File: config.mk
export PLATFORM = sky130hd
export DESIGN_NAME = alu_seq_flat
export DESIGN_NICKNAME = d
export VERILOG_FILES = /design/src/rtl/alu_pkg.sv /design/src/rtl/alu_seq_if.sv /design/src/rtl/alu_muldiv_iter.sv /design/src/rtl/alu_seq.sv /design/src/flat_wrapper.sv
export SDC_FILE = /design/constraint.sdc
export NUM_CORES = 1
export LEC_CHECK = 0
export BUFFER_PORTS_ARGS = -buffer_cell sky130_fd_sc_hd__buf_2
export CAP_MARGIN = 20
export CORE_ASPECT_RATIO = 0.5
export CORE_MARGIN = 4
export CORE_UTILIZATION = 45
export DETAILED_ROUTE_END_ITERATION = 6
export PLACE_DENSITY = 0.65
export SLEW_MARGIN = 20
export SYNTH_ARGS = -nofsm -noshare
export SYNTH_HDL_FRONTEND = slang
export SYNTH_HIERARCHICAL = 1
export SYNTH_SLANG_ARGS = --single-unit
File: constraint.sdc
create_clock -name clk -period 7.19 [get_ports clk]
set_input_delay 0.3595 -clock clk [delete_from_list [all_inputs] [get_ports clk]]
set_output_delay 0.3595 -clock clk [all_outputs]
set_load 0.05 [all_outputs]
File: src/rtl/alu_pkg.sv
// Shared types for the sequential ALU: opcode set, FSM states and the flag bundle.
package alu_pkg;

  typedef enum logic [2:0] {
    OP_ADD = 3'b000,
    OP_SUB = 3'b001,
    OP_MUL = 3'b010,
    OP_DIV = 3'b011,
    OP_AND = 3'b100,
    OP_OR  = 3'b101,
    OP_SHL = 3'b110,
    OP_SHR = 3'b111
  } alu_op_e;

  typedef enum logic [1:0] {
    ST_IDLE = 2'd0,
    ST_MUL  = 2'd1,
    ST_DIV  = 2'd2,
    ST_DONE = 2'd3
  } alu_state_e;

  typedef struct packed {
    logic z;
    logic neg;
    logic c;
    logic v;
    logic dz;
  } alu_flags_t;

endpackage

File: src/rtl/alu_seq_if.sv
// Operand/result bus of alu_seq. Both sides use valid/ready: a transfer happens
// on a rising edge where valid and ready are both high; valid never waits on ready.
interface alu_seq_if #(parameter int N = 20) ();
  logic         in_valid;
  logic         in_ready;
  logic [N-1:0] A;
  logic [N-1:0] B;
  logic [2:0]   Opcode;
  logic         out_valid;
  logic         out_ready;
  logic [N-1:0] Result;
  logic [N-1:0] Rem;
  logic         Z;
  logic         NEG;
  logic         C;
  logic         V;
  logic         DZ;

  modport master (
    output in_valid, A, B, Opcode, out_ready,
    input  in_ready, out_valid, Result, Rem, Z, NEG, C, V, DZ
  );

  modport slave (
    input  in_valid, A, B, Opcode, out_ready,
    output in_ready, out_valid, Result, Rem, Z, NEG, C, V, DZ
  );
endinterface

File: src/rtl/alu_muldiv_iter.sv
// Iterative engine: one 2N-bit shift register and one N+1-bit adder shared by
// radix-2 shift-add multiply and restoring unsigned divide, one bit per cycle.
module alu_muldiv_iter #(
  parameter int N = 20
) (
  input  logic           clk,
  input  logic           rst_n,
  input  logic           start,
  input  logic           is_div,
  input  logic [N-1:0]   a,
  input  logic [N-1:0]   b,
  output logic           done,
  output logic [2*N-1:0] acc_next
);
  localparam int CNT_W = $clog2(N + 1);
  localparam logic [CNT_W-1:0] LAST = CNT_W'(N - 1);

  logic [2*N-1:0]   acc_q;
  logic [N-1:0]     m_q;
  logic             div_q;
  logic             busy_q;
  logic [CNT_W-1:0] cnt_q;
  logic [N:0]       add_a;
  logic [N:0]       add_b;
  logic             add_cin;
  logic [N+1:0]     sum;

  // DIV subtracts via two's complement; the carry-out then means "no borrow".
  always_comb begin
    if (div_q) begin
      add_a   = {acc_q[2*N-1:N], acc_q[N-1]};
      add_b   = ~{1'b0, m_q};
      add_cin = 1'b1;
    end else begin
      add_a   = {1'b0, acc_q[2*N-1:N]};
      add_b   = acc_q[0] ? {1'b0, m_q} : '0;
      add_cin = 1'b0;
    end
    sum = {1'b0, add_a} + {1'b0, add_b} + (N+2)'(add_cin);
    if (div_q) begin
      if (sum[N+1]) acc_next = {sum[N-1:0], acc_q[N-2:0], 1'b1};
      else          acc_next = {add_a[N-1:0], acc_q[N-2:0], 1'b0};
    end else begin
      acc_next = {sum[N:0], acc_q[N-1:1]};
    end
  end

  assign done = busy_q && (cnt_q == LAST);

  always_ff @(posedge clk or negedge rst_n) begin
    if (!rst_n) begin
      acc_q  <= '0;
      m_q    <= '0;
      div_q  <= 1'b0;
      busy_q <= 1'b0;
      cnt_q  <= '0;
    end else if (start) begin
      acc_q  <= {{N{1'b0}}, (is_div ? a : b)};
      m_q    <= is_div ? b : a;
      div_q  <= is_div;
      busy_q <= 1'b1;
      cnt_q  <= '0;
    end else if (busy_q) begin
      acc_q <= acc_next;
      cnt_q <= cnt_q + CNT_W'(1);
      if (done) busy_q <= 1'b0;
    end
  end
endmodule

File: src/rtl/alu_seq.sv
// Registered, handshaked ALU: single-cycle logic/arith ops plus iterative MUL/DIV.
// Results and flags are captured only on entry to DONE and held until taken.
module alu_seq
  import alu_pkg::*;
#(
  parameter int N = 20
) (
  input  logic       clk,
  input  logic       rst_n,
  alu_seq_if.slave   bus,
  output alu_state_e dbg_state
);
  localparam logic [1:0] S_IDLE = ST_IDLE;
  localparam logic [1:0] S_MUL  = ST_MUL;
  localparam logic [1:0] S_DIV  = ST_DIV;
  localparam logic [1:0] S_DONE = ST_DONE;
  localparam logic [N-1:0] SH_LIM = N'(N);

  logic [1:0]     state_q, state_d;
  logic [N-1:0]   res_q, rem_q;
  alu_flags_t     flags_q;
  alu_op_e        op;
  logic           accept, start, ld_en, iter_done;
  logic [2*N-1:0] acc_next;
  logic [N-1:0]   res1, n_res, n_rem;
  logic           c1, v1, n_c, n_v, n_dz;

  assign op     = alu_op_e'(bus.Opcode);
  assign accept = bus.in_valid && bus.in_ready;

  always_comb begin
    res1 = '0;
    c1   = 1'b0;
    v1   = 1'b0;
    case (op)
      OP_ADD: begin
        {c1, res1} = {1'b0, bus.A} + {1'b0, bus.B};
        v1 = (bus.A[N-1] == bus.B[N-1]) && (res1[N-1] != bus.A[N-1]);
      end
      OP_SUB: begin
        res1 = bus.A - bus.B;
        c1   = bus.A < bus.B;
        v1   = (bus.A[N-1] != bus.B[N-1]) && (res1[N-1] != bus.A[N-1]);
      end
      OP_AND: res1 = bus.A & bus.B;
      OP_OR:  res1 = bus.A | bus.B;
      OP_SHL: res1 = (bus.B >= SH_LIM) ? '0 : (bus.A << bus.B);
      OP_SHR: res1 = (bus.B >= SH_LIM) ? '0 : (bus.A >> bus.B);
      default: ;
    endcase
  end

  // Divide by zero skips the engine entirely and completes like a 1-cycle op.
  always_comb begin
    state_d = state_q;
    start   = 1'b0;
    ld_en   = 1'b0;
    n_res   = '0;
    n_rem   = '0;
    n_c     = 1'b0;
    n_v     = 1'b0;
    n_dz    = 1'b0;
    case (state_q)
      S_IDLE: begin
        if (accept) begin
          if (op == OP_MUL) begin
            state_d = S_MUL;
            start   = 1'b1;
          end else if (op == OP_DIV && bus.B != '0) begin
            state_d = S_DIV;
            start   = 1'b1;
          end else begin
            state_d = S_DONE;
            ld_en   = 1'b1;
            if (op == OP_DIV) begin
              n_res = '1;
              n_rem = bus.A;
              n_dz  = 1'b1;
            end else begin
              n_res = res1;
              n_c   = c1;
              n_v   = v1;
            end
          end
        end
      end
      S_MUL, S_DIV: begin
        if (iter_done) begin
          state_d = S_DONE;
          ld_en   = 1'b1;
          n_res   = acc_next[N-1:0];
          if (state_q == S_MUL) n_c   = |acc_next[2*N-1:N];
          else                  n_rem = acc_next[2*N-1:N];
        end
      end
      default: begin
        if (bus.out_ready) state_d = S_IDLE;
      end
    endcase
  end

  always_ff @(posedge clk or negedge rst_n) begin
    if (!rst_n) begin
      state_q <= S_IDLE;
      res_q   <= '0;
      rem_q   <= '0;
      flags_q <= '0;
    end else begin
      state_q <= state_d;
      if (ld_en) begin
        res_q   <= n_res;
        rem_q   <= n_rem;
        flags_q <= '{z: (n_res == '0), neg: n_res[N-1], c: n_c, v: n_v, dz: n_dz};
      end
    end
  end

  alu_muldiv_iter #(.N(N)) u_iter (
    .clk      (clk),
    .rst_n    (rst_n),
    .start    (start),
    .is_div   (op == OP_DIV),
    .a        (bus.A),
    .b        (bus.B),
    .done     (iter_done),
    .acc_next (acc_next)
  );

  // in_ready is gated by reset so every output reads 0 while rst_n is low.
  assign bus.in_ready  = rst_n && (state_q == S_IDLE);
  assign bus.out_valid = (state_q == S_DONE);
  assign bus.Result    = res_q;
  assign bus.Rem       = rem_q;
  assign bus.Z         = flags_q.z;
  assign bus.NEG       = flags_q.neg;
  assign bus.C         = flags_q.c;
  assign bus.V         = flags_q.v;
  assign bus.DZ        = flags_q.dz;
  assign dbg_state     = alu_state_e'(state_q);
endmodule
File: src/flat_wrapper.sv
// flat-port wrapper written by rule: the top's interface ports become plain ports
module alu_seq_flat import alu_pkg::*;
#(
  parameter int N = 20
)
  (clk, rst_n, dbg_state, bus_in_valid, bus_A, bus_B, bus_Opcode, bus_out_ready, bus_in_ready, bus_out_valid, bus_Result, bus_Rem, bus_Z, bus_NEG, bus_C, bus_V, bus_DZ);
  alu_seq_if #(.N(N)) bus_i ();
  input  logic clk;
  input  logic rst_n;
  output alu_state_e dbg_state;
  input wire logic [$bits(bus_i.in_valid)-1:0] bus_in_valid;
  input wire logic [$bits(bus_i.A)-1:0] bus_A;
  input wire logic [$bits(bus_i.B)-1:0] bus_B;
  input wire logic [$bits(bus_i.Opcode)-1:0] bus_Opcode;
  input wire logic [$bits(bus_i.out_ready)-1:0] bus_out_ready;
  output wire logic [$bits(bus_i.in_ready)-1:0] bus_in_ready;
  output wire logic [$bits(bus_i.out_valid)-1:0] bus_out_valid;
  output wire logic [$bits(bus_i.Result)-1:0] bus_Result;
  output wire logic [$bits(bus_i.Rem)-1:0] bus_Rem;
  output wire logic [$bits(bus_i.Z)-1:0] bus_Z;
  output wire logic [$bits(bus_i.NEG)-1:0] bus_NEG;
  output wire logic [$bits(bus_i.C)-1:0] bus_C;
  output wire logic [$bits(bus_i.V)-1:0] bus_V;
  output wire logic [$bits(bus_i.DZ)-1:0] bus_DZ;
  assign bus_i.in_valid = bus_in_valid;
  assign bus_i.A = bus_A;
  assign bus_i.B = bus_B;
  assign bus_i.Opcode = bus_Opcode;
  assign bus_i.out_ready = bus_out_ready;
  assign bus_in_ready = bus_i.in_ready;
  assign bus_out_valid = bus_i.out_valid;
  assign bus_Result = bus_i.Result;
  assign bus_Rem = bus_i.Rem;
  assign bus_Z = bus_i.Z;
  assign bus_NEG = bus_i.NEG;
  assign bus_C = bus_i.C;
  assign bus_V = bus_i.V;
  assign bus_DZ = bus_i.DZ;
  alu_seq #(.N(N)) u_core (.clk(clk), .rst_n(rst_n), .bus(bus_i), .dbg_state(dbg_state));
endmodule
==> run metrics <==
WP buf/inv 1; static leakage 6.25 nW; Routed wire per std cell around 24 µm; Initial Util 45.8%; Finished Layout Cells 2116; critical path class reg -> reg; FF-to-FF path depth 17; Comb power frac 69.1%; drt pass-1 iters 5; Final nets between 1500 and 2000; via count of the first global-routing pass 12700; antenna violations before repair 0; minimum clock period 5700 ps; Cell Area, Synth 13300 µm²; Final Core Density 49.8%; Crit Path Max Fanout 58; total power 6.74 mW; Switching Share about 55%; commonest non-fill, non-tap cell in the layout nand2_1; clock share of power 12.3%; mean post-synth cell area 7.85 µm²; worst min path class in -> reg; sequential share of power between 10% and 20%; unrepaired setup endpoints after global routing no; row cnt 44; Post-CTS Setup Inserts 0; hold_sp bus_B[17]; number of port buffers 95; most frequent cells in the layout nand2_1, nor2_1, a21oi_1; reg2reg end u_core/bus.Z; core footprint approximately 29000 µm²; GRT overflow 0; Ant. Diodes 0; worst reg2reg path startpoint u_core/u_iter/div_q; Syn-to-layout area delta 8.72%; Antenna Nets Post-Route 0; syn_nets 1832; setup TNS 0 ps; switching pwr 3.70 mW; CTS Buf Count 17; crit path launch type flop; power density over cell area 465 nW/µm²; P_int 3.04 mW; Slew HR 30.7%; Final Hold Viols 0; die width 251 µm; synthesized flop and latch total 113; crit-path max cell delay 830 ps; CP top delay family compound AO/OA/AOI/OAI gates; final RePlAce weighted congestion 1.02; fillers ~2800; Setup-failing EPs final 0; Post-synth top flop dfrtp_1; crit-path cells buf_4 > mux2_2 > ha_1 > a21oi_1 > o21a_1 > o21ai_2 > o211a_4 > nor3_4 > nand2_1 > nand2_1 > nand3_1 > a31oi_1 > a32o_1 > nand3_1 > a2111oi_0 > nand4_1 > o21ai_2; floorplan die height 130 µm; pin count of the biggest net entering global routing 75; CP Data Arrival Time 6050 ps; DP Area 13900 µm²; post-DP HPWL 37200 µm; reg-to-reg setup timing slack between 1000 and 1500 ps; Fmax 175 MHz; Worst-path clk slew 60 ps; Final period util 79.2%; clk_skew 14.5 ps; first-pass GRT wire length a little under 80000 µm; Async S/R FF share, synth 100%; Crit. End Element flop; Worst-Skew Late Latency around 430 ps; die area 32600 µm²; WP data required between 7000 and 8000 ps; design area 14500 µm²; hold path cells 3; Root Buffer clkbuf_16; total routed wirelength 50300 µm; Least-Margin Pin Slew 1040 ps; dpl cells 2083; Vias 13800; Area contributors post-synth dfrtp_1, ha_1, mux2_2; number of remaining DRC errors 0; sequential area share after synthesis 21.2%; DRT iter0 DRCs 1996; Synth area leader dfrtp_1; CTS tree done; Via density ~6.5; run status finished clean; count of unique library cells instantiated by Yosys 101; post-synth top area share a little over a fifth; I/O pin cnt 96; CTS max path bufs 2; Post-Syn Instances 1697; Worst VDD drop 0.000242 V; post_cts resized 0; htree depth 4; CTS sink count 113; Ys Warns 6; EDFF count, synth 0; CP max stage cell a2111oi_0; Min-Delay Endpoint u_core/u_iter/m_q[17]; layout cells sized above 1 between 15 and 20%; Max Cap Viol 0; Total Routing Usage GR 30.4%; CTS Hold Buffers Added 1; Final Max Slew Viols 0
synth_stat cells (14+ instances only):
cell type / count
a211oi_1: 20
nand2_1: 195
inv_1: 71
a31oi_1: 21
xnor2_1: 18
nand2b_1: 24
nor2_1: 175
a21oi_1: 122
nor2b_1: 14
ha_1: 84
mux2_2: 74
and3_1: 14
dfrtp_1: 113
clkbuf_1: 72
o21ai_0: 109
o211ai_1: 21
nand3_1: 39
nor4_1: 17
buf_2: 18
a221oi_1: 31
mux2i_1: 73
a21o_1: 23
nor3_1: 45
mux4_2: 16
state kept, by name, indices dropped and copies added (netlist names):
register	cells
u_core/u_iter/acc_q	40
u_core/bus.Rem	20
u_core/bus.Result	20
u_core/u_iter/m_q	20
u_core/u_iter/cnt_q	5
u_core/dbg_state	2
u_core/bus.C	1
u_core/bus.DZ	1
u_core/bus.V	1
u_core/bus.Z	1
u_core/u_iter/busy_q	1
u_core/u_iter/div_q	1
kinds of logic after synthesis:
logic type	after synthesis	share of synthesized area, %
compound gates	511	26.4
xor+xnor	28	1.84
buf+inv	193	6.32
mux	165	14.7
simple gates	599	21.1
flops	113	21.2
fa+ha+maj	88	8.49
power groups by stage:
stage	Combinational, mW	Clock, mW	Sequential [mW]
global route	5.05	0.868	1.28
CTS	4.57	0.841	1.24
floorplan	3.04	0	1.54
detailed placement	4.52	0	1.25
finish	4.66	0.828	1.25
global placement	4.52	0	1.25
worst min-delay path, delay by kind of cell:
kind | cells | cell delay [ps]
mux | 1 | 150
compound gates | 1 | 80
buf+inv | 1 | 150
area by class of cell:
cell class              instances  area, µm²  area share (%)
repair buffers                116        638            4.41
multi-input cells            1391       9680            66.8
flip-flops and latches        113       2830            19.5
well taps                     391        489            3.38
clock buffers                  19        453            3.13
clock inverters                13        125           0.864
inverters                      73        274            1.89
how the worst max path moves through the flow:
stage / depth (start not counted) / slack (ps) / start / end
6_report: 17 / 1490 / u_core/u_iter/div_q / u_core/bus.Z
3_3_place_gp: 17 / 1780 / u_core/u_iter/div_q / u_core/bus.Z
5_1_grt: 17 / 1140 / u_core/u_iter/div_q / u_core/bus.Z
4_1_cts: 17 / 1560 / u_core/u_iter/div_q / u_core/bus.Z
3_5_place_dp: 17 / 1560 / u_core/u_iter/div_q / u_core/bus.Z
2_1_floorplan: 20 / 2590 / u_core/u_iter/div_q / u_core/bus.Z
layer usage:
metal / global-route usage, % / wire, µm / up-vias
met4: 11.3 / 1790 / 0
met3: 7.32 / 5150 / 106
li1: - / - / 6295
met5: 0 / 0 / -
met2: 45.3 / 21400 / 753
met1: 42.9 / 22000 / 6657
through the flow:
| step | hold WS, ps | setup slack, ps |
|---|---|---|
| floorplan | 63.9 | 2590 |
| global placement | 453 | 1780 |
| detailed placement | 453 | 1560 |
| CTS | 326 | 1560 |
| global route | 360 | 1140 |
| finish | 347 | 1490 |
Power figures use the tool's default switching activity.
